===== src/rtl/serdesphy_pll_pkg.sv =====
// Shared types and default constants for the PLL lock monitor: FSM states,
// frequency-error sign codes and the nominal 24 MHz / fb=ref/8 window setup.
package serdesphy_pll_pkg;

    typedef enum logic [1:0] {
        ST_IDLE    = 2'b00,
        ST_SETTLE  = 2'b01,
        ST_MEASURE = 2'b10
    } mon_state_e;

    typedef enum logic [1:0] {
        ERR_ON_TARGET = 2'b00,
        ERR_FAST      = 2'b01,
        ERR_SLOW      = 2'b10
    } err_sign_e;

    localparam int unsigned DEF_WINDOW_CYCLES   = 240;
    localparam int unsigned DEF_EXP_EDGES       = 30;
    localparam int unsigned DEF_TOL             = 1;
    localparam int unsigned DEF_LOCK_WINDOWS    = 4;
    localparam int unsigned DEF_SETTLE_CYCLES   = 48;
    localparam int unsigned DEF_VCO_MIN_EDGES   = 15;
    localparam int unsigned DEF_VCO_MAX_EDGES   = 45;
    localparam int unsigned DEF_CP_RAIL_WINDOWS = 3;

    // Sign classification of a 9-bit two's-complement count error.
    function automatic err_sign_e classify_err(input logic [8:0] err);
        if (err == 9'd0)
            return ERR_ON_TARGET;
        else if (err[8])
            return ERR_SLOW;
        else
            return ERR_FAST;
    endfunction

endpackage


===== src/rtl/serdesphy_pll_lock_monitor_if.sv =====
// Controller <-> lock monitor bundle: PLL controls in one direction, raw
// lock / range / health status and the frozen trim snapshot in the other.
interface serdesphy_pll_lock_monitor_if;

    logic       pll_enable;
    logic       pll_reset_n;
    logic       pll_bypass_en;
    logic       pll_iso_n;
    logic [3:0] pll_vco_trim;
    logic [1:0] pll_cp_current;

    logic       pll_lock_raw;
    logic       pll_vco_ok;
    logic       pll_cp_ok;
    logic [7:0] freq_count;
    logic [1:0] freq_err_sign;
    logic [3:0] freq_status_trim;

    modport master (
        output pll_enable, pll_reset_n, pll_bypass_en, pll_iso_n,
               pll_vco_trim, pll_cp_current,
        input  pll_lock_raw, pll_vco_ok, pll_cp_ok, freq_count,
               freq_err_sign, freq_status_trim
    );

    modport slave (
        input  pll_enable, pll_reset_n, pll_bypass_en, pll_iso_n,
               pll_vco_trim, pll_cp_current,
        output pll_lock_raw, pll_vco_ok, pll_cp_ok, freq_count,
               freq_err_sign, freq_status_trim
    );

endinterface


===== src/rtl/serdesphy_sync_edge.sv =====
// Two-flop synchronizer with rising-edge pulse for asynchronous analog status
// inputs; an input edge becomes a one-cycle pulse consumed on the 3rd clock.
module serdesphy_sync_edge (
    input  logic clk,
    input  logic rst,
    input  logic async_in,
    output logic rise
);

    logic [2:0] sync_q;

    always_ff @(posedge clk) begin
        if (rst)
            sync_q <= '0;
        else
            sync_q <= {sync_q[1:0], async_in};
    end

    assign rise = sync_q[1] & ~sync_q[2];

endmodule


===== src/rtl/serdesphy_pll_lock_monitor.sv =====
// PLL lock detector: counts synchronized feedback edges per reference window
// and derives raw lock, VCO range and charge-pump health. Optional lock
// hysteresis is enabled by defining PLL_LOCK_MON_HYST_EN.
module serdesphy_pll_lock_monitor
    import serdesphy_pll_pkg::*;
#(
    parameter int unsigned WINDOW_CYCLES   = DEF_WINDOW_CYCLES,
    parameter int unsigned EXP_EDGES       = DEF_EXP_EDGES,
    parameter int unsigned TOL             = DEF_TOL,
    parameter int unsigned LOCK_WINDOWS    = DEF_LOCK_WINDOWS,
    parameter int unsigned SETTLE_CYCLES   = DEF_SETTLE_CYCLES,
    parameter int unsigned VCO_MIN_EDGES   = DEF_VCO_MIN_EDGES,
    parameter int unsigned VCO_MAX_EDGES   = DEF_VCO_MAX_EDGES,
    parameter int unsigned CP_RAIL_WINDOWS = DEF_CP_RAIL_WINDOWS
) (
    input  logic                         clk_ref_24m,
    input  logic                         rst,
    input  logic                         fb_clk_div,
    serdesphy_pll_lock_monitor_if.slave  pll
);

    localparam int unsigned WIN_W  = $clog2(WINDOW_CYCLES);
    localparam int unsigned SET_W  = $clog2(SETTLE_CYCLES);
    localparam int unsigned GOOD_W = $clog2(LOCK_WINDOWS + 1);
    localparam int unsigned RAIL_W = $clog2(CP_RAIL_WINDOWS + 1);

    mon_state_e        state_q, state_d;
    logic [SET_W-1:0]  settle_q, settle_d;
    logic [WIN_W-1:0]  win_q, win_d;
    logic [7:0]        edge_q, edge_d;
    logic [GOOD_W-1:0] good_q, good_d;
    logic [RAIL_W-1:0] rail_q, rail_d;
    logic              lock_q, lock_d;
    logic              vco_q, vco_d;
    logic              cp_q, cp_d;
    logic [7:0]        count_q, count_d;
    err_sign_e         sign_q, sign_d;
    logic [3:0]        trim_q, trim_d;
`ifdef PLL_LOCK_MON_HYST_EN
    logic [1:0]        bad_q, bad_d;
`endif

    logic       run;
    logic       fb_rise;
    logic [7:0] cnt_inc;
    logic [8:0] err;
    logic [8:0] abs_err;
    logic       good_win;
    logic       vco_new;
    err_sign_e  sign_new;
    logic       same_sign;

    assign run = pll.pll_enable & pll.pll_reset_n & ~pll.pll_bypass_en & pll.pll_iso_n;

    serdesphy_sync_edge u_fb_sync (
        .clk      (clk_ref_24m),
        .rst      (rst),
        .async_in (fb_clk_div),
        .rise     (fb_rise)
    );

    // Window evaluation operates on the count including this cycle's pulse.
    assign cnt_inc   = (fb_rise && edge_q != 8'hFF) ? edge_q + 8'd1 : edge_q;
    assign err       = {1'b0, cnt_inc} - 9'(EXP_EDGES);
    assign abs_err   = err[8] ? (9'd0 - err) : err;
    assign good_win  = abs_err <= 9'(TOL);
    assign vco_new   = (cnt_inc >= 8'(VCO_MIN_EDGES)) && (cnt_inc <= 8'(VCO_MAX_EDGES));
    assign sign_new  = classify_err(err);
    assign same_sign = (sign_new != ERR_ON_TARGET) && (sign_new == sign_q);

    always_comb begin
        state_d  = state_q;
        settle_d = settle_q;
        win_d    = win_q;
        edge_d   = edge_q;
        good_d   = good_q;
        rail_d   = rail_q;
        lock_d   = lock_q;
        vco_d    = vco_q;
        cp_d     = cp_q;
        count_d  = count_q;
        sign_d   = sign_q;
        trim_d   = trim_q;
`ifdef PLL_LOCK_MON_HYST_EN
        bad_d    = bad_q;
`endif

        case (state_q)
            ST_IDLE: begin
                if (run) begin
                    state_d  = ST_SETTLE;
                    settle_d = '0;
                end
            end

            ST_SETTLE: begin
                if (settle_q == SET_W'(SETTLE_CYCLES - 1)) begin
                    state_d = ST_MEASURE;
                    win_d   = '0;
                    edge_d  = '0;
                end else begin
                    settle_d = settle_q + SET_W'(1);
                end
            end

            ST_MEASURE: begin
                if (win_q == WIN_W'(WINDOW_CYCLES - 1)) begin
                    win_d   = '0;
                    edge_d  = '0;
                    count_d = cnt_inc;
                    sign_d  = sign_new;
                    vco_d   = vco_new;
                    trim_d  = pll.pll_vco_trim;

                    if (same_sign)
                        rail_d = (rail_q == RAIL_W'(CP_RAIL_WINDOWS)) ? rail_q : rail_q + RAIL_W'(1);
                    else
                        rail_d = (sign_new != ERR_ON_TARGET) ? RAIL_W'(1) : '0;

                    if (good_win) begin
                        good_d = (good_q == GOOD_W'(LOCK_WINDOWS)) ? good_q : good_q + GOOD_W'(1);
                        lock_d = lock_q | (good_d == GOOD_W'(LOCK_WINDOWS));
`ifdef PLL_LOCK_MON_HYST_EN
                        bad_d  = '0;
`endif
                    end else begin
                        good_d = '0;
`ifdef PLL_LOCK_MON_HYST_EN
                        // Lock survives one isolated bad window.
                        bad_d  = (bad_q == 2'd2) ? bad_q : bad_q + 2'd1;
                        lock_d = lock_q & (bad_d < 2'd2);
`else
                        lock_d = 1'b0;
`endif
                    end
                end else begin
                    win_d  = win_q + WIN_W'(1);
                    edge_d = cnt_inc;
                end

                // Pump-off is reflected every cycle, railing only at evaluations.
                cp_d = (rail_d < RAIL_W'(CP_RAIL_WINDOWS)) && (pll.pll_cp_current != 2'b00);
            end

            default: state_d = ST_IDLE;
        endcase

        if (!run) begin
            state_d  = ST_IDLE;
            settle_d = '0;
            win_d    = '0;
            edge_d   = '0;
            good_d   = '0;
            rail_d   = '0;
            lock_d   = 1'b0;
            vco_d    = 1'b1;
            cp_d     = 1'b1;
            count_d  = '0;
            sign_d   = ERR_ON_TARGET;
            trim_d   = '0;
`ifdef PLL_LOCK_MON_HYST_EN
            bad_d    = '0;
`endif
        end
    end

    always_ff @(posedge clk_ref_24m) begin
        if (rst) begin
            state_q  <= ST_IDLE;
            settle_q <= '0;
            win_q    <= '0;
            edge_q   <= '0;
            good_q   <= '0;
            rail_q   <= '0;
            lock_q   <= 1'b0;
            vco_q    <= 1'b1;
            cp_q     <= 1'b1;
            count_q  <= '0;
            sign_q   <= ERR_ON_TARGET;
            trim_q   <= '0;
`ifdef PLL_LOCK_MON_HYST_EN
            bad_q    <= '0;
`endif
        end else begin
            state_q  <= state_d;
            settle_q <= settle_d;
            win_q    <= win_d;
            edge_q   <= edge_d;
            good_q   <= good_d;
            rail_q   <= rail_d;
            lock_q   <= lock_d;
            vco_q    <= vco_d;
            cp_q     <= cp_d;
            count_q  <= count_d;
            sign_q   <= sign_d;
            trim_q   <= trim_d;
`ifdef PLL_LOCK_MON_HYST_EN
            bad_q    <= bad_d;
`endif
        end
    end

    assign pll.pll_lock_raw     = lock_q;
    assign pll.pll_vco_ok       = vco_q;
    assign pll.pll_cp_ok        = cp_q;
    assign pll.freq_count       = count_q;
    assign pll.freq_err_sign    = sign_q;
    assign pll.freq_status_trim = trim_q;

endmodule


===== src/flat_wrapper.sv =====
// flat-port wrapper written by rule: the top's interface ports become plain ports
module serdesphy_pll_lock_monitor_flat import serdesphy_pll_pkg::*;
#(
    parameter int unsigned WINDOW_CYCLES   = DEF_WINDOW_CYCLES,
    parameter int unsigned EXP_EDGES       = DEF_EXP_EDGES,
    parameter int unsigned TOL             = DEF_TOL,
    parameter int unsigned LOCK_WINDOWS    = DEF_LOCK_WINDOWS,
    parameter int unsigned SETTLE_CYCLES   = DEF_SETTLE_CYCLES,
    parameter int unsigned VCO_MIN_EDGES   = DEF_VCO_MIN_EDGES,
    parameter int unsigned VCO_MAX_EDGES   = DEF_VCO_MAX_EDGES,
    parameter int unsigned CP_RAIL_WINDOWS = DEF_CP_RAIL_WINDOWS
)
  (clk_ref_24m, rst, fb_clk_div, pll_pll_enable, pll_pll_reset_n, pll_pll_bypass_en, pll_pll_iso_n, pll_pll_vco_trim, pll_pll_cp_current, pll_pll_lock_raw, pll_pll_vco_ok, pll_pll_cp_ok, pll_freq_count, pll_freq_err_sign, pll_freq_status_trim);
  serdesphy_pll_lock_monitor_if pll_i ();
  input  logic clk_ref_24m;
  input  logic rst;
  input  logic fb_clk_div;
  input wire logic [$bits(pll_i.pll_enable)-1:0] pll_pll_enable;
  input wire logic [$bits(pll_i.pll_reset_n)-1:0] pll_pll_reset_n;
  input wire logic [$bits(pll_i.pll_bypass_en)-1:0] pll_pll_bypass_en;
  input wire logic [$bits(pll_i.pll_iso_n)-1:0] pll_pll_iso_n;
  input wire logic [$bits(pll_i.pll_vco_trim)-1:0] pll_pll_vco_trim;
  input wire logic [$bits(pll_i.pll_cp_current)-1:0] pll_pll_cp_current;
  output wire logic [$bits(pll_i.pll_lock_raw)-1:0] pll_pll_lock_raw;
  output wire logic [$bits(pll_i.pll_vco_ok)-1:0] pll_pll_vco_ok;
  output wire logic [$bits(pll_i.pll_cp_ok)-1:0] pll_pll_cp_ok;
  output wire logic [$bits(pll_i.freq_count)-1:0] pll_freq_count;
  output wire logic [$bits(pll_i.freq_err_sign)-1:0] pll_freq_err_sign;
  output wire logic [$bits(pll_i.freq_status_trim)-1:0] pll_freq_status_trim;
  assign pll_i.pll_enable = pll_pll_enable;
  assign pll_i.pll_reset_n = pll_pll_reset_n;
  assign pll_i.pll_bypass_en = pll_pll_bypass_en;
  assign pll_i.pll_iso_n = pll_pll_iso_n;
  assign pll_i.pll_vco_trim = pll_pll_vco_trim;
  assign pll_i.pll_cp_current = pll_pll_cp_current;
  assign pll_pll_lock_raw = pll_i.pll_lock_raw;
  assign pll_pll_vco_ok = pll_i.pll_vco_ok;
  assign pll_pll_cp_ok = pll_i.pll_cp_ok;
  assign pll_freq_count = pll_i.freq_count;
  assign pll_freq_err_sign = pll_i.freq_err_sign;
  assign pll_freq_status_trim = pll_i.freq_status_trim;
  serdesphy_pll_lock_monitor #(.WINDOW_CYCLES(WINDOW_CYCLES), .EXP_EDGES(EXP_EDGES), .TOL(TOL), .LOCK_WINDOWS(LOCK_WINDOWS), .SETTLE_CYCLES(SETTLE_CYCLES), .VCO_MIN_EDGES(VCO_MIN_EDGES), .VCO_MAX_EDGES(VCO_MAX_EDGES), .CP_RAIL_WINDOWS(CP_RAIL_WINDOWS)) u_core (.clk_ref_24m(clk_ref_24m), .rst(rst), .fb_clk_div(fb_clk_div), .pll(pll_i));
endmodule

===== config.mk =====
export PLATFORM = sky130hd
export DESIGN_NAME = serdesphy_pll_lock_monitor_flat
export DESIGN_NICKNAME = d
export VERILOG_FILES = /design/src/rtl/serdesphy_pll_pkg.sv /design/src/rtl/serdesphy_pll_lock_monitor_if.sv /design/src/rtl/serdesphy_sync_edge.sv /design/src/rtl/serdesphy_pll_lock_monitor.sv /design/src/flat_wrapper.sv
export SDC_FILE = /design/constraint.sdc
export NUM_CORES = 1
export LEC_CHECK = 0
export CAP_MARGIN = 15
export CORE_MARGIN = 1.5
export CORE_UTILIZATION = 30
export CTS_CLUSTER_SIZE = 30
export DETAILED_ROUTE_END_ITERATION = 10
export GPL_TIMING_DRIVEN = 0
export PLACE_DENSITY = 0.55
export SYNTH_ARGS = -nofsm -noshare
export SYNTH_HDL_FRONTEND = slang
export SYNTH_SLANG_ARGS = --single-unit

===== constraint.sdc =====
create_clock -name clk_ref_24m -period 3.8 [get_ports clk_ref_24m]
set_clock_uncertainty 0.2 [all_clocks]
set_input_delay 0.76 -clock clk_ref_24m [delete_from_list [all_inputs] [get_ports clk_ref_24m]]
set_output_delay 0.76 -clock clk_ref_24m [all_outputs]
set_load 0.02 [all_outputs]

=== Word level (Yosys, flattened, before mapping) ===
Cells that the tools add are included.

* Bits in registers: 49
* Bits of input ports: 13

* Add/subtract/negate cells: 7
* Order comparisons: 4
* Equal/unequal tests: 11
* Multiplexer cells: 21
* Bitwise logic cells: 9
* Reductions and logical operators: 15

{| class="wikitable"
|+ Operator list
! operator !! number
|-
| $mux W8 || 4
|-
| $pmux W8 S2 || 2
|-
| $add A8 B1 Y8 const B || 2
|-
| $mux W2 || 7
|-
| $pmux W6 S2 || 1
|-
| $le A9 B1 Y1 const B || 1
|-
| $logic_not A9 Y1 || 1
|-
| $mux W9 || 1
|-
| $sub A1 B9 Y9 const A || 1
|-
| $sub A8 B5 Y9 const B || 1
|-
| $eq A8 B8 Y1 const B || 1
|-
| $ge A8 B4 Y1 const B || 1
|-
| $le A8 B6 Y1 const B || 1
|-
| $ne A8 B8 Y1 const B || 1
|-
| $reduce_and A2 Y1 || 4
|-
| $reduce_bool A2 Y1 || 4
|-
| $add A6 B1 Y6 const B || 1
|-
| $eq A3 B3 Y1 const B || 2
|-
| $eq A6 B6 Y1 const B || 1
|-
| $mux W3 || 2
|-
| $mux W6 || 1
|-
| $pmux W2 S3 || 1
|-
| $and A1 B1 Y1 || 4
|-
| $eq A2 B2 Y1 const B || 2
|-
| 13 further kinds || 20
|}

=== Longest topological paths before layout ===
* Depth in word-level cells: 14
* Mapped depth: 15
* Depth with buffers taken out: 13

=== Hierarchy ===
Synthesis repeated with hierarchy kept, for this count alone.

* Cells, all modules: 366
* Area total of the unflattened synthesis: 2,919.0 um2

{| class="wikitable"
|+ By module, submodules not included
! module !! instances !! cells an instance !! area each (um2) !! seq. area each (um2)
|-
| serdesphy_pll_lock_monitor || 1 || 359 || 2,831.5 || 920.9
|-
| serdesphy_sync_edge || 1 || 7 || 87.6 || 60.1
|}

=== Least setup slack after synthesis ===
OpenSTA, ideal clock, no wires.

* Kind: reg-to-reg
* Start: reg u_core.edge_q[0]
* End: reg u_core.good_q[0]
* Library setup time: 67 ps
* Data arrival time: 2,948 ps
* Data required time: 3,533 ps
* Slack: 585 ps
* Cell stages (with the launch flop): 14
* Buffers on the path: 3
* Period minus slack after synthesis: 3,215 ps
* Cells stage by stage: dfxtp_1 -> ha_1 -> buf_6 -> and4_4 -> buf_6 -> or4b_4 -> and2_4 -> buf_6 -> a211oi_2 -> xnor2_1 -> nand3_1 -> a221o_1 -> a211o_1 -> a21oi_2

* Cells in the longest elaborated chain, start to end: 8

{| class="wikitable"
|+ RTL lines
! element !! line !! text
|-
| start, declared || serdesphy_pll_lock_monitor.sv:30 || <nowiki>logic [7:0] edge_q, edge_d;</nowiki>
|-
| start signal, assigned || serdesphy_pll_lock_monitor.sv:188 || <nowiki>edge_q <= edge_d;</nowiki>
|-
| branches (longest 2 deep; another with $add A8 B1 Y8) || n/a ||
|-
| $mux W8 (*) || serdesphy_pll_lock_monitor.sv:63 || <nowiki>assign cnt_inc = (fb_rise && edge_q != 8'hFF) ? edge_q + 8'd1 : edge_q;</nowiki>
|-
| $sub A8 B5 Y9 (*) || serdesphy_pll_lock_monitor.sv:64 || <nowiki>assign err = {1'b0, cnt_inc} - 9'(EXP_EDGES);</nowiki>
|-
| $sub A1 B9 Y9 || serdesphy_pll_lock_monitor.sv:65 || <nowiki>assign abs_err = err[8] ? (9'd0 - err) : err;</nowiki>
|-
| $mux W9 (*) || serdesphy_pll_lock_monitor.sv:65 ||
|-
| $le A9 B1 Y1 (*) || serdesphy_pll_lock_monitor.sv:66 || <nowiki>assign good_win = abs_err <= 9'(TOL);</nowiki>
|-
| $mux W3 (*) || serdesphy_pll_lock_monitor.sv:120 || <nowiki>if (good_win) begin</nowiki>
|-
| end signal, assigned || serdesphy_pll_lock_monitor.sv:189 || <nowiki>good_q <= good_d;</nowiki>
|-
| end, declared || serdesphy_pll_lock_monitor.sv:31 || <nowiki>logic [GOOD_W-1:0] good_q, good_d;</nowiki>
|}

Mark *: on every way between the ends.
A chain may end at the register's enable or synchronous reset.

=== Final worst setup path ===
* Start: reg u_core.edge_q[0]
* End: reg u_core.good_q[0]

* Cells in the longest elaborated chain, start to end: 8

{| class="wikitable"
|+ RTL lines
! element !! line !! text
|-
| branches (longest 2 deep; another with $add A8 B1 Y8) || n/a ||
|-
| $mux W8 (*) || serdesphy_pll_lock_monitor.sv:63 ||
|-
| named net u_core.cnt_inc[1] || serdesphy_pll_lock_monitor.sv:45 || <nowiki>logic [7:0] cnt_inc;</nowiki>
|-
| $sub A8 B5 Y9 (*) || serdesphy_pll_lock_monitor.sv:64 ||
|-
| $sub A1 B9 Y9 || serdesphy_pll_lock_monitor.sv:65 ||
|-
| $mux W9 (*) || serdesphy_pll_lock_monitor.sv:65 ||
|-
| $le A9 B1 Y1 (*) || serdesphy_pll_lock_monitor.sv:66 ||
|-
| $mux W3 (*) || serdesphy_pll_lock_monitor.sv:120 ||
|}

Mark *: on every way through the listed nets, which the timed path passes.

==> impl_metrics.tcl <==
set metrics [dict create \
    ant_nets 0 \
    dieWidth_um 101 \
    crit_path_end_kind "flop" \
    status "complete, no violations" \
    grt-ovfl-total 0 \
    dieHeight_um 101 \
    setup_viol 0 \
    grt_pass1_vias 2605 \
    drc 0 \
    coreArea_mm2 0.00928 \
    cp-start-kind "flop" \
    antenna_found_initial 0 \
    ys_types 63 \
    power_w 0.000921 \
    p_comb_share_pct 2.9 \
    vias 2752 \
    clk_latency_ns 0.30 \
    hold_buffers 0 \
    htree_levels 2 \
    min_period_ns 3.55 \
    cts_inserted_buffers 5 \
    grt_pass1_wl_um 12400 \
    area_delta_synth_final_pct 22.1 \
    insertedDiodeCount 0 \
    routed_wl_um 7350 \
    vias_per_cell 5.11 \
    tns_ns 0 \
    seq_area_frac_synth_pct 34.0 \
    p_sw_share_pct 21.0 \
    fp-row-count 35 \
    yosys_warnings 0 \
    grt_usage_pct 14.9 \
    drive_above_1_share_pct 9.02 \
    ys_ff_latch 49 \
    hold_path_class "flop to flop" \
    grt_max_degree 16 \
    p_switching_w 0.000193 \
    hold_slack_ns 0.242 \
    p_seq_share_pct 56.0 \
    crit_type "flop to flop" \
    synthArstFlopShare_pct 0 \
    port_buffers 29 \
    relSlewSlack_pct 50.3 \
    maxCapViolations 0 \
    root_buffer "clkbuf_8" \
    fmax_ghz 0.282 \
    cts_tree "built" \
    first_iter_violations 120 \
    required_ns 3.83 \
    dr.pass1.iters 4 \
    cts_buffer_depth 2 \
    synth_nets 395 \
    num-fill-cells 1016 \
    syn-mean-instance-area_um2 7.79 \
    internal_power_w 0.000728 \
    crit_path_max_fanout 10 \
    initial_core_util_pct 31.1 \
    clock-sinks 49 \
    worstMarginPinSlew_ns 0.743 \
    arrival_ns 3.58 \
    clkTransAtPathRegs_ns 0.09 \
    leakagePower_nw 1.18 \
    synth_edf_count 0 \
    timing.final.max_slew_violations 0 \
    die-area_mm2 0.0102 \
    netlist_area_mm2 0.00289 \
    fin_crit_sh_pct 93.4 \
    final_hold_viol_count 0 \
    ir_drop_mv 0.138 \
    hpwlAfterDp_um 5430 \
    fin_nets 433 \
    p_clk_share_pct 41.1 \
    syn_inst 371 \
    io_pins 30 \
    gp_congestion 0.803 \
    power_density_mw_per_mm2 261 \
    wl_per_cell_um 13.6 \
    synth_flop_cell "dfxtp_1" \
]
==> what timing repair did <==
item / 4_1_cts / 5_1_grt
gates resized for setup: 0 / 12
setup endpoints to repair: 0 / 8
buffers inserted: 0 / 2
==> through the flow <==
step           area (µm²)  utilization (%)  instances  setup slack (ns)
3_3_place_gp         3340             36.0        529            0.0176
5_1_grt              3530             38.0        539           -0.0166
6_report             3530             38.0        539             0.250
3_5_place_dp         3340             36.0        529            0.0328
2_1_floorplan        2890                -        371             0.585
4_1_cts              3450             37.2        537          0.000431
==> placed cells by master (no fill, tap or decap), types with 3 or more instances in the layout <==
| cell | instances |
|---|---|
| inv_1 | 8 |
| nor2_1 | 43 |
| a22oi_1 | 13 |
| nand3b_1 | 5 |
| a211oi_1 | 4 |
| clkbuf_8 | 5 |
| a31oi_1 | 4 |
| clkbuf_1 | 14 |
| mux2_2 | 3 |
| nand3_1 | 15 |
| o21ai_1 | 3 |
| buf_2 | 3 |
| a21o_1 | 4 |
| ha_1 | 11 |
| xnor2_1 | 5 |
| a211o_1 | 3 |
| a21oi_1 | 38 |
| buf_6 | 3 |
| nor2b_1 | 7 |
| dfxtp_1 | 47 |
| or3_1 | 3 |
| and3_1 | 5 |
| nor4_1 | 4 |
| o21ai_0 | 8 |
| clkdlybuf4s50_1 | 29 |
| nor3_1 | 7 |
| nand2_1 | 53 |
| nand2b_1 | 4 |
==> critical path, stage by stage (launching register included) <==
cell,delay (ns)
dfxtp_2,0.44
ha_1,0.19
buf_6,0.14
nand4_1,0.25
o21ai_4,0.31
o2bb2ai_4,0.22
ha_1,0.33
inv_1,0.09
nand2_1,0.09
o211a_1,0.13
a31oi_1,0.19
mux2i_1,0.11
a221o_1,0.40
a211o_1,0.27
a21oi_2,0.12
==> registers in the layout, summed over array words and instances (netlist names), 3 cells and up <==
signal                       count
u_core.pll.freq_count            8
u_core.good_q                    3
u_core.edge_q                    8
u_core.win_q                     8
u_core.u_fb_sync.sync_q          3
u_core.settle_q                  6
u_core.pll.freq_status_trim      4
==> final cells by class <==
cell class	instances	area, µm²	area share, %
inverter	8	30.0	0.851
tap	129	161	4.58
timing repair buffer	31	305	8.66
buffer	19	97.6	2.77
multi-input combinational	295	1840	52.1
sequential	49	983	27.9
clock buffer	6	72.6	2.06
clock inverter	2	38.8	1.10
==> path summary, 6_finish.rpt <==
kind                                          from                                     to  slack [ns]  cells after the start
max                  u_core.edge_q[0]$_SDFFE_PP0P_          u_core.good_q[0]$_SDFFE_PP0P_        0.25                     14
min reg2reg  u_core.u_fb_sync.sync_q[0]$_SDFF_PP0_  u_core.u_fb_sync.sync_q[1]$_SDFF_PP0_        0.24                      1
min          u_core.u_fb_sync.sync_q[0]$_SDFF_PP0_  u_core.u_fb_sync.sync_q[1]$_SDFF_PP0_        0.24                      1
max reg2reg          u_core.edge_q[0]$_SDFFE_PP0P_          u_core.good_q[0]$_SDFFE_PP0P_        0.25                     14
==> cells by family after synthesis <==
family | Yosys count | share of synthesized area, %
buf+inv | 27 | 4.42
simple gates | 166 | 28.2
flops | 49 | 34.0
mux | 6 | 2.25
fa+ha+maj | 11 | 4.76
xor+xnor | 7 | 2.12
compound gates | 105 | 24.3
==> metal layers <==
layer / GRT usage (%) / vias up / part of all wire, %
met4: 4.81 / 0 / 1.0
met5: 0 / - / 0
met3: 2.21 / 6 / 3.5
met2: 24.3 / 55 / 46
met1: 20.3 / 1282 / 50
li1: - / 1409 / -
==> power groups by stage <==
| stage | combinational [W] | clock (W) | sequential (W) |
|---|---|---|---|
| after detailed placement | 0.0000252 | 0 | 0.000527 |
| after CTS | 0.0000252 | 0.000390 | 0.000515 |
| after global placement | 0.0000250 | 0 | 0.000527 |
| final | 0.0000269 | 0.000379 | 0.000515 |
| after global routing | 0.0000292 | 0.000409 | 0.000516 |
| after floorplan | 0.00000962 | 0 | 0.000527 |
==> Yosys cell counts (3+ instances only) <==
cell	count	area share, %
inv_1	8	1.0
o21ai_1	4	0.69
buf_2	3	0.52
nand2b_1	4	0.87
nand2_1	53	6.9
buf_6	3	1.2
a31oi_1	4	0.87
or3_1	3	0.65
mux2_2	3	1.2
nor3_1	7	1.2
clkbuf_1	13	1.7
a21oi_1	39	6.8
a22oi_1	13	3.4
nand3b_1	5	1.3
nand3_1	15	2.6
nor2_1	43	5.6
nor4_1	4	0.87
a211o_1	3	0.91
ha_1	11	4.8
nor2b_1	7	1.5
dfxtp_1	49	34
a21o_1	4	1.0
and3_1	6	1.3
a211oi_1	4	1.0
o21ai_0	9	1.6
xnor2_1	5	1.5
(Power assumes the default switching activity.)
